### src/rtl/muldiv_pkg.sv
// Shared definitions for the iterative multiply/divide unit.
// Holds the op encodings, the FSM state type and small op-decoding helpers.
// No logic of its own; imported by muldiv_unit.
package muldiv_pkg;

  localparam logic [1:0] OP_MULT  = 2'd0;
  localparam logic [1:0] OP_MULTU = 2'd1;
  localparam logic [1:0] OP_DIV   = 2'd2;
  localparam logic [1:0] OP_DIVU  = 2'd3;

  typedef enum logic [1:0] {
    S_IDLE,
    S_RUN,
    S_FIX,
    S_DONE
  } state_t;

  // The encoding puts divide in bit 1 and "unsigned" in bit 0.
  function automatic logic op_is_div(input logic [1:0] op);
    return op[1];
  endfunction

  function automatic logic op_is_signed(input logic [1:0] op);
    return ~op[0];
  endfunction

endpackage

### src/rtl/muldiv_step.sv
// One radix-2 iteration: shift-add multiply or restoring shift-subtract divide.
// Ports: acc/q = high/low halves of the partial value, operand = multiplicand
// or divisor, div_mode selects divide; outputs next halves and the quotient bit.
module muldiv_step #(
  parameter int WIDTH = 32
) (
  input  logic [WIDTH-1:0] acc,
  input  logic [WIDTH-1:0] q,
  input  logic [WIDTH-1:0] operand,
  input  logic             div_mode,
  output logic [WIDTH-1:0] acc_next,
  output logic [WIDTH-1:0] q_next,
  output logic             q_bit
);

  logic [WIDTH:0] sum;
  logic [WIDTH:0] shifted;
  logic [WIDTH:0] diff;

  always_comb begin
    sum      = {1'b0, acc} + {1'b0, operand};
    shifted  = {acc, q[WIDTH-1]};
    diff     = shifted - {1'b0, operand};
    acc_next = acc;
    q_next   = q;
    q_bit    = 1'b0;
    if (div_mode) begin
      // The remainder stays below the divisor, so bit WIDTH of diff is a
      // clean borrow flag: set means the trial subtract must be undone.
      q_bit    = ~diff[WIDTH];
      acc_next = q_bit ? diff[WIDTH-1:0] : shifted[WIDTH-1:0];
      // Quotient bit is returned separately; the caller ORs it into bit 0.
      q_next   = {q[WIDTH-2:0], 1'b0};
    end else if (q[0]) begin
      {acc_next, q_next} = {sum, q[WIDTH-1:1]};
    end else begin
      {acc_next, q_next} = {1'b0, acc, q[WIDTH-1:1]};
    end
  end

endmodule

### src/rtl/muldiv_unit.sv
// Iterative MULT/MULTU/DIV/DIVU unit with architectural HI/LO registers.
// Ports: start/op/a/b launch an op; hi_we/lo_we/wdata are MTHI/MTLO;
// busy, done, div_by_zero report progress; hi/lo are the result registers.
module muldiv_unit
  import muldiv_pkg::*;
#(
  parameter  int WIDTH = 32,
  localparam int CNT_W = $clog2(WIDTH + 1)
) (
  input  logic             clk,
  input  logic             rst,
  input  logic             start,
  input  logic [1:0]       op,
  input  logic [WIDTH-1:0] a,
  input  logic [WIDTH-1:0] b,
  input  logic             hi_we,
  input  logic             lo_we,
  input  logic [WIDTH-1:0] wdata,
  output logic             busy,
  output logic             done,
  output logic             div_by_zero,
  output logic [WIDTH-1:0] hi,
  output logic [WIDTH-1:0] lo
);

  state_t           state;
  logic             div_r;
  logic             sign_a;
  logic             sign_b;
  logic             b_zero;
  logic [WIDTH-1:0] a_raw;
  logic [WIDTH-1:0] operand;
  logic [WIDTH-1:0] acc;
  logic [WIDTH-1:0] q;
  logic [CNT_W-1:0] cnt;

  logic             neg_a;
  logic             neg_b;
  logic [WIDTH-1:0] mag_a;
  logic [WIDTH-1:0] mag_b;
  logic [WIDTH-1:0] acc_next;
  logic [WIDTH-1:0] q_next;
  logic             q_bit;
  logic [WIDTH-1:0] res_hi;
  logic [WIDTH-1:0] res_lo;

  // The iteration runs on magnitudes; signs are reapplied in FIX.
  // Signed MIN has no positive twin, but its negation is the same bit
  // pattern, which read as unsigned is exactly the magnitude needed.
  always_comb begin
    neg_a = op_is_signed(op) & a[WIDTH-1];
    neg_b = op_is_signed(op) & b[WIDTH-1];
    mag_a = neg_a ? -a : a;
    mag_b = neg_b ? -b : b;
  end

  muldiv_step #(.WIDTH(WIDTH)) u_step (
    .acc      (acc),
    .q        (q),
    .operand  (operand),
    .div_mode (div_r),
    .acc_next (acc_next),
    .q_next   (q_next),
    .q_bit    (q_bit)
  );

  // Sign correction and the divide-by-zero override.
  // MIN / -1 needs no special case: the magnitude quotient 2^(WIDTH-1) is MIN.
  always_comb begin
    res_hi = acc;
    res_lo = q;
    if (!div_r) begin
      {res_hi, res_lo} = (sign_a ^ sign_b) ? -{acc, q} : {acc, q};
    end else if (b_zero) begin
      res_hi = a_raw;
      res_lo = '1;
    end else begin
      res_lo = (sign_a ^ sign_b) ? -q : q;
      res_hi = sign_a ? -acc : acc;
    end
  end

  always_ff @(posedge clk or posedge rst) begin
    if (rst) begin
      state       <= S_IDLE;
      busy        <= 1'b0;
      done        <= 1'b0;
      div_by_zero <= 1'b0;
      hi          <= '0;
      lo          <= '0;
      div_r       <= 1'b0;
      sign_a      <= 1'b0;
      sign_b      <= 1'b0;
      b_zero      <= 1'b0;
      a_raw       <= '0;
      operand     <= '0;
      acc         <= '0;
      q           <= '0;
      cnt         <= '0;
    end else begin
      done        <= 1'b0;
      div_by_zero <= 1'b0;
      case (state)
        S_IDLE, S_DONE: begin
          if (hi_we) hi <= wdata;
          if (lo_we) lo <= wdata;
          if (start) begin
            div_r   <= op_is_div(op);
            sign_a  <= neg_a;
            sign_b  <= neg_b;
            b_zero  <= (b == '0);
            a_raw   <= a;
            // Multiply: operand = multiplicand, q = multiplier.
            // Divide:   operand = divisor,      q = dividend.
            operand <= op_is_div(op) ? mag_b : mag_a;
            q       <= op_is_div(op) ? mag_a : mag_b;
            acc     <= '0;
            cnt     <= '0;
            busy    <= 1'b1;
            state   <= S_RUN;
          end else begin
            state <= S_IDLE;
          end
        end
        S_RUN: begin
          acc <= acc_next;
          q   <= q_next | {{(WIDTH-1){1'b0}}, q_bit};
          cnt <= cnt + CNT_W'(1);
          if (cnt == CNT_W'(WIDTH - 1)) state <= S_FIX;
        end
        S_FIX: begin
          hi          <= res_hi;
          lo          <= res_lo;
          done        <= 1'b1;
          div_by_zero <= div_r & b_zero;
          busy        <= 1'b0;
          state       <= S_DONE;
        end
        default: state <= S_IDLE;
      endcase
    end
  end

endmodule

### config.mk
export PLATFORM = sky130hd
export DESIGN_NAME = muldiv_unit
export DESIGN_NICKNAME = d
export VERILOG_FILES = /design/src/rtl/muldiv_pkg.sv /design/src/rtl/muldiv_step.sv /design/src/rtl/muldiv_unit.sv
export SDC_FILE = /design/constraint.sdc
export NUM_CORES = 1
export LEC_CHECK = 0
export ABC_CLOCK_PERIOD_IN_PS = 6570
export BUFFER_PORTS_ARGS = -buffer_cell sky130_fd_sc_hd__buf_2
export CAP_MARGIN = 30
export CELL_PAD_IN_SITES_DETAIL_PLACEMENT = 0
export CELL_PAD_IN_SITES_GLOBAL_PLACEMENT = 1
export CORE_ASPECT_RATIO = 0.8
export CORE_MARGIN = 1
export CORE_UTILIZATION = 46
export CTS_CLUSTER_DIAMETER = 50
export DETAILED_ROUTE_END_ITERATION = 10
export PLACE_DENSITY_LB_ADDON = 0.1
export SETUP_SLACK_MARGIN = 0.2
export SYNTH_ARGS = -nofsm -noshare
export SYNTH_HDL_FRONTEND = slang
export SYNTH_HIERARCHICAL = 1
export SYNTH_SLANG_ARGS = --single-unit
### constraint.sdc
create_clock -name clk -period 6.57 [get_ports clk]
set_clock_uncertainty 0.1 [all_clocks]
set_input_delay 0 -clock clk [delete_from_list [all_inputs] [get_ports clk]]
set_output_delay 0 -clock clk [all_outputs]
set_load 0.01 [all_outputs]
* Word-level counts from Yosys, hierarchy flattened
Cells that the tools add are included. Widths: inputs -> output; s select.
Word-level totals: register bits after elaboration 207, logic and storage cells 82, output and inout bits 67, input port bits 103
Operators by class: eq/ne operators 8, add/subtract/negate cells 8, muxes and demuxes 34, bitwise operators 7, reduce and logical (&&, ||, !) cells 10
Operator list (count):
- $mux 32 | 19
- $pmux 32 s2 | 4
- $neg 32->32 | 4
- $mux 64 | 1
- $neg 64->64 | 1
- $add 32x32->33 | 1
- $sub 33x32->33 | 1
- $logic_not 32->1 | 1
- $or 32x1->32 | 1
- $pmux 6 s2 | 1
- $reduce_and 2->1 | 5
- $ne 2x2->1 const B | 4
- $add 6x1->6 const B | 1
- $eq 6x5->1 const B | 1
- $mux 6 | 1
- $pmux 2 s3 | 1
- $mux 1 | 5
- $eq 2x2->1 const B | 2
- $reduce_bool 2->1 | 2
- $and 1x1->1 | 3
- $eq 2x1->1 const B | 1
- $logic_not 2->1 | 1
- $mux 2 | 1
- $not 1->1 | 2
- 3 further kinds | 3

* Longest topological paths before layout
depth after elaboration 6, depth in mapped cells 16, gate-level depth less buffers 14

* Cells and area by module
Netlist, hierarchy kept.
By module, submodules not included:
- muldiv_unit | instances 1, cells an instance 1570, area each 12993.7 um2
- muldiv_step | instances 1, cells an instance 712, area each 4810.9 um2

* Least setup slack after synthesis
Ideal clock, no wire load.
path kind flip-flop to flip-flop, start register q[31], end register acc[28], cell stages (with the launch flop) 16, data required time 6.336 ns, arrival time 3.077 ns, library setup time 0.134 ns, period minus slack after synthesis 3.311 ns, slack 3.259 ns, cell sequence dfrtp_1 > inv_1 > ha_1 > fa_1 > nand2b_1 > a21o_1 > a31oi_4 > o211ai_1 > and3_1 > or4_4 > buf_6 > or3_1 > nand4bb_1 > a21oi_1 > nand3_1 > o21ai_0
Between the ends: cells in the longest elaborated chain, start to end 4
Ends and longest elaborated chain:
- start: declaration | line muldiv_unit.sv:34 | logic [WIDTH-1:0] q;
- start signal: assignment | line muldiv_unit.sv:116 | q <= op_is_div(op) ? mag_a : mag_b;
- start signal: assignment | line muldiv_unit.sv:127 | q <= q_next | {{(WIDTH-1){1'b0}}, q_bit};
- $sub 33x32->33 | line muldiv_step.sv:23 | diff = shifted - {1'b0, operand};
- $mux 32 | line muldiv_step.sv:31 | acc_next = q_bit ? diff[WIDTH-1:0] : shifted[WIDTH-1:0];
- $mux 32 | line muldiv_step.sv:27 | if (div_mode) begin
- via acc_next[28] | line muldiv_unit.sv:41 | logic [WIDTH-1:0] acc_next;
- $pmux 32 s2 | line muldiv_unit.sv:103 | case (state)
- end signal: assignment | line muldiv_unit.sv:126 | acc <= acc_next;
- end: declaration | line muldiv_unit.sv:33 | logic [WIDTH-1:0] acc;
The timed path passes the listed nets, and every way through them passes these cells. A chain may end at the register's enable or synchronous reset.

* Worst setup path after layout
start register q[31], end register q[0]
Between the ends: cells in the longest elaborated chain, start to end 5
Ends and longest elaborated chain:
- $sub 33x32->33 | line muldiv_step.sv:23
- $not 1->1 | line muldiv_step.sv:30 | q_bit = ~diff[WIDTH];
- $mux 1 | line muldiv_step.sv:27
- via q_bit | line muldiv_unit.sv:43 | logic q_bit;
- $or 32x1->32 | line muldiv_unit.sv:127
- $pmux 32 s2 | line muldiv_unit.sv:103
The timed path passes the listed nets, and every way through them passes these cells.

==> results.yml <==
synthesis:
  async_flop_share_pct: 100.0
  ys_seq_area_share_pct: 29.09
  synth.distinct_cells: 91
  synth_nets: 2458
  mean_syn_cell_area_um2: 7.802
  synth_edf_count: 0
  post_synth_instance_area_um2: 17800
  post_synth_inst_count: 2282
  synth_seq_cells: 207
  ys.warnings.count: 6
  top_reg_cell_synth: "dfrtp_1"
global_route:
  grt_start_max_net_pins: 91
  globalRoute.totalOverflow: 0
  antenna_found_initial: 4
  gr-usage-all-layers_pct: 37.60
  first_global_vias: 17340
  first_pass_grt_wire_length_mm: 112.2
critical_path:
  critPathTopFamily: "compound AO/OA/AOI/OAI gates"
  setup.worst_path.start_class: "flip-flop"
  timing.critical_path.depth: 13
  crit_buf_inv: 2
  r2r_setup_slack_ns: 2.40
  rr_worst_depth: 13
  timing.setup.critical_path_class: "flip-flop to flip-flop"
  worst_path_max_delay_cell: "dfrtp_1"
  data_required_time_at_the_worst_endpoint_ns: 6.90
  critPathArrivalTime_ns: 4.50
  timing.critical_path.fanout_max: 38
  crit_path_cell_trace: "inv_1, ha_1, fa_1, nand2b_1, a21o_1, a31oi_4, o211ai_1, and3_1, nor4_2, buf_4, nor2_1, o311ai_0, o21ai_0"
  largest_incremental_delay_on_the_critical_path_ns: 0.50
  endpoint_kind: "flip-flop"
hold_path:
  timing.hold.worst_path_depth: 5
  hold_class: "primary input to flip-flop"
die:
  placeableCoreArea_um2: 38200
  ios: 170
  die_area_um2: 39500
  start_util_pct: 46.61
  fp.dieW_um: 222.0
  die_outline_height_um: 178.0
  core.rowCount: 64
placement:
  count_of_buffers_inserted_at_the_top_level_ports: 169
  placement.setup.worst_slack_ns: 2.528
  gpl.final_weighted_congestion: 1.011
  dp_hpwl_mm: 56.16
sta:
  finalHoldViolCount: 0
  timing.final.setup_violations: 0
  tns_ns: 0
  final_critical_path_setup_slack_ns: 2.399
  worstMarginPinSlew_ns: 1.008
  timing.fmax_ghz: 0.2397
  relSlewSlack_pct: 32.19
  slew_viol_final: 0
  rsz_0062_raised_after_global_routing: "no"
  min_period_ns: 4.171
  final_min_period_over_clock_period_pct: 63.49
outcome:
  run_status: "finished clean"
route:
  drt_wl_total_mm: 75.64
  viasPerCell: 6.410
  remaining_drc_errors: 0
  drt_iter0_drc: 2413
  routedWlPerCell_um: 25.23
  dr_total_vias: 19220
  route.antenna.remaining_nets: 0
  drt_first_pass_iters: 6
cts:
  clock_tree.root_cell: "clkbuf_16"
  cts.path.max_buffers: 3
  cts_sinks: 207
  cts_tree: "built"
  clkSlewWorstSetupHoldPaths_ns: 0.06
  worstSkewPairLatency_ns: 0.59
  cts-buffers-inserted: 30
  cts.htree.levels: 1
power:
  power_density_nw_per_um2: 637.7
  ir_worst_vdd_mv: 0.3909
  power.leakage_uw: 0.009384
finish:
  drive_gt1_share_pct: 14.46
  finish.net_count: 2657
  fillcell_total: 3596
  antenna_cells_inserted: 0
  final_util_pct: 55.58
  areaGrowthSynthToFinish_pct: 19.24
run:
  drv_cap: 0
## flip-flops by register name (all words and copies together) (netlist names)
| signal | count |
|---|---|
| busy | 1 |
| q | 32 |
| lo | 32 |
| a_raw | 32 |
| cnt | 6 |
| b_zero | 1 |
| div_by_zero | 1 |
| acc | 32 |
| div_r | 1 |
| sign_b | 1 |
| state | 2 |
| sign_a | 1 |
| operand | 32 |
| done | 1 |
| hi | 32 |
## synthesized netlist by cell type, types with 17 or more instances
cell type,n,area (um2)
ha_1,71,888.4
and3_1,30,187.7
inv_1,72,270.3
o21ai_0,183,915.9
o31ai_1,25,187.7
o211ai_1,22,165.2
mux2_2,61,686.9
a21o_1,43,322.8
xor2_1,83,727.0
mux2i_1,18,180.2
o22ai_1,39,244.0
a31oi_1,47,294.0
a21oi_1,202,1011
a211oi_1,45,337.8
or3_1,31,193.9
buf_1,19,71.32
or4_1,17,127.6
xnor2_1,83,727.0
nand2_1,282,1059
nor2b_1,28,175.2
nand2b_1,21,131.4
dfrtp_1,207,5180
nor2_1,182,683.2
o221ai_1,25,219.0
nor3_1,40,200.2
clkbuf_1,120,450.4
nand3_1,74,370.4
## routing by layer
layer	wire, um	up-vias	global-route usage (%)
met4	1809	2	8.304
met2	31380	1025	54.77
met5	9	-	0
li1	-	8772	-
met3	7214	126	6.805
met1	35230	9292	56.98
## worst min-delay path: cells and delay by family
| family | cells | cell delay, ns |
|---|---|---|
| AO/OA/AOI/OAI | 3 | 0.47 |
| buffers and inverters | 2 | 0.17 |
## worst paths after layout
path / start / end
max reg2reg: q[31] / q[0]
min reg2reg: lo[27] / lo[27]
min: b[1] / operand[1]
min in group asynchronous: rst / cnt[1]
max: q[31] / q[0]
max in group asynchronous: rst / div_r
## final cells by class
type | count | area, um2 | share of cell area [%]
Clock buffer | 39 | 855.8 | 4.031
Clock inverter | 15 | 156.4 | 0.7367
Inverter | 72 | 277.8 | 1.308
Multi-Input combinational cell | 1850 | 11800 | 55.59
Sequential cell | 207 | 5185 | 24.42
Tap cell | 495 | 619.3 | 2.917
Timing Repair Buffer | 320 | 2335 | 11.00
## where the power goes
group | switching, uW | internal [uW]
sequential | 905 | 1900
combinational | 5820 | 3250
clock | 684 | 973
## layout by cell type, fill, tap and decap left out, types with 12 or more instances in the layout
master,netlist,final
nand4_1,16,16
or3_1,31,31
buf_2,11,169
o21ai_0,183,183
nor3_1,40,40
nor4_1,15,14
dfrtp_1,207,205
nor2_1,182,182
nand3_1,74,74
a31oi_1,47,47
ha_1,71,69
o41ai_1,12,12
a211oi_1,45,45
xor2_1,83,83
o221ai_1,25,25
o31ai_1,25,25
mux2i_1,18,18
clkbuf_16,0,31
o22ai_1,39,39
mux2_2,61,61
o21a_1,14,13
xnor2_1,83,82
buf_4,1,30
dlygate4sd3_1,0,118
inv_1,72,71
a21o_1,43,43
nor2b_1,28,28
and3_1,30,30
a21oi_1,202,200
o211ai_1,22,22
nand2_1,282,281
nand2b_1,21,21
or4_1,17,17
## kinds of logic (layout without fill, tap and decap cells)
group	Yosys count	count (layout)	share of synthesized area, %
flops	207	207	29.09
compound gates	747	747	26.55
xor+xnor	166	166	8.166
simple gates	785	785	21.18
fa+ha+maj	73	73	5.214
mux	79	79	4.870
buf+inv	225	446	4.926
## what timing repair did
action	CTS	global route
endpoints found under the hold margin	238	0
resized for setup	0	0
setup endpoints to repair	0	0
buffers inserted	0	0
hold buffers	118	0
## through the flow
| stage | area [um2] | total power, uW | cells | hold slack, ns |
|---|---|---|---|---|
| 6_report | 21230 | 13540 | 2998 | 0.01764 |
| 5_1_grt | 21230 | 14400 | 2998 | 0.08448 |
| 4_1_cts | 21200 | 13250 | 2997 | 0.02251 |
| 3_5_place_dp | 19010 | 11470 | 2825 | 0.04150 |
| 3_3_place_gp | 18950 | 11370 | 2823 | 0.03946 |
| 2_1_floorplan | 17800 | 8592 | 2282 | 0.008600 |
(Power assumes the default switching activity.)
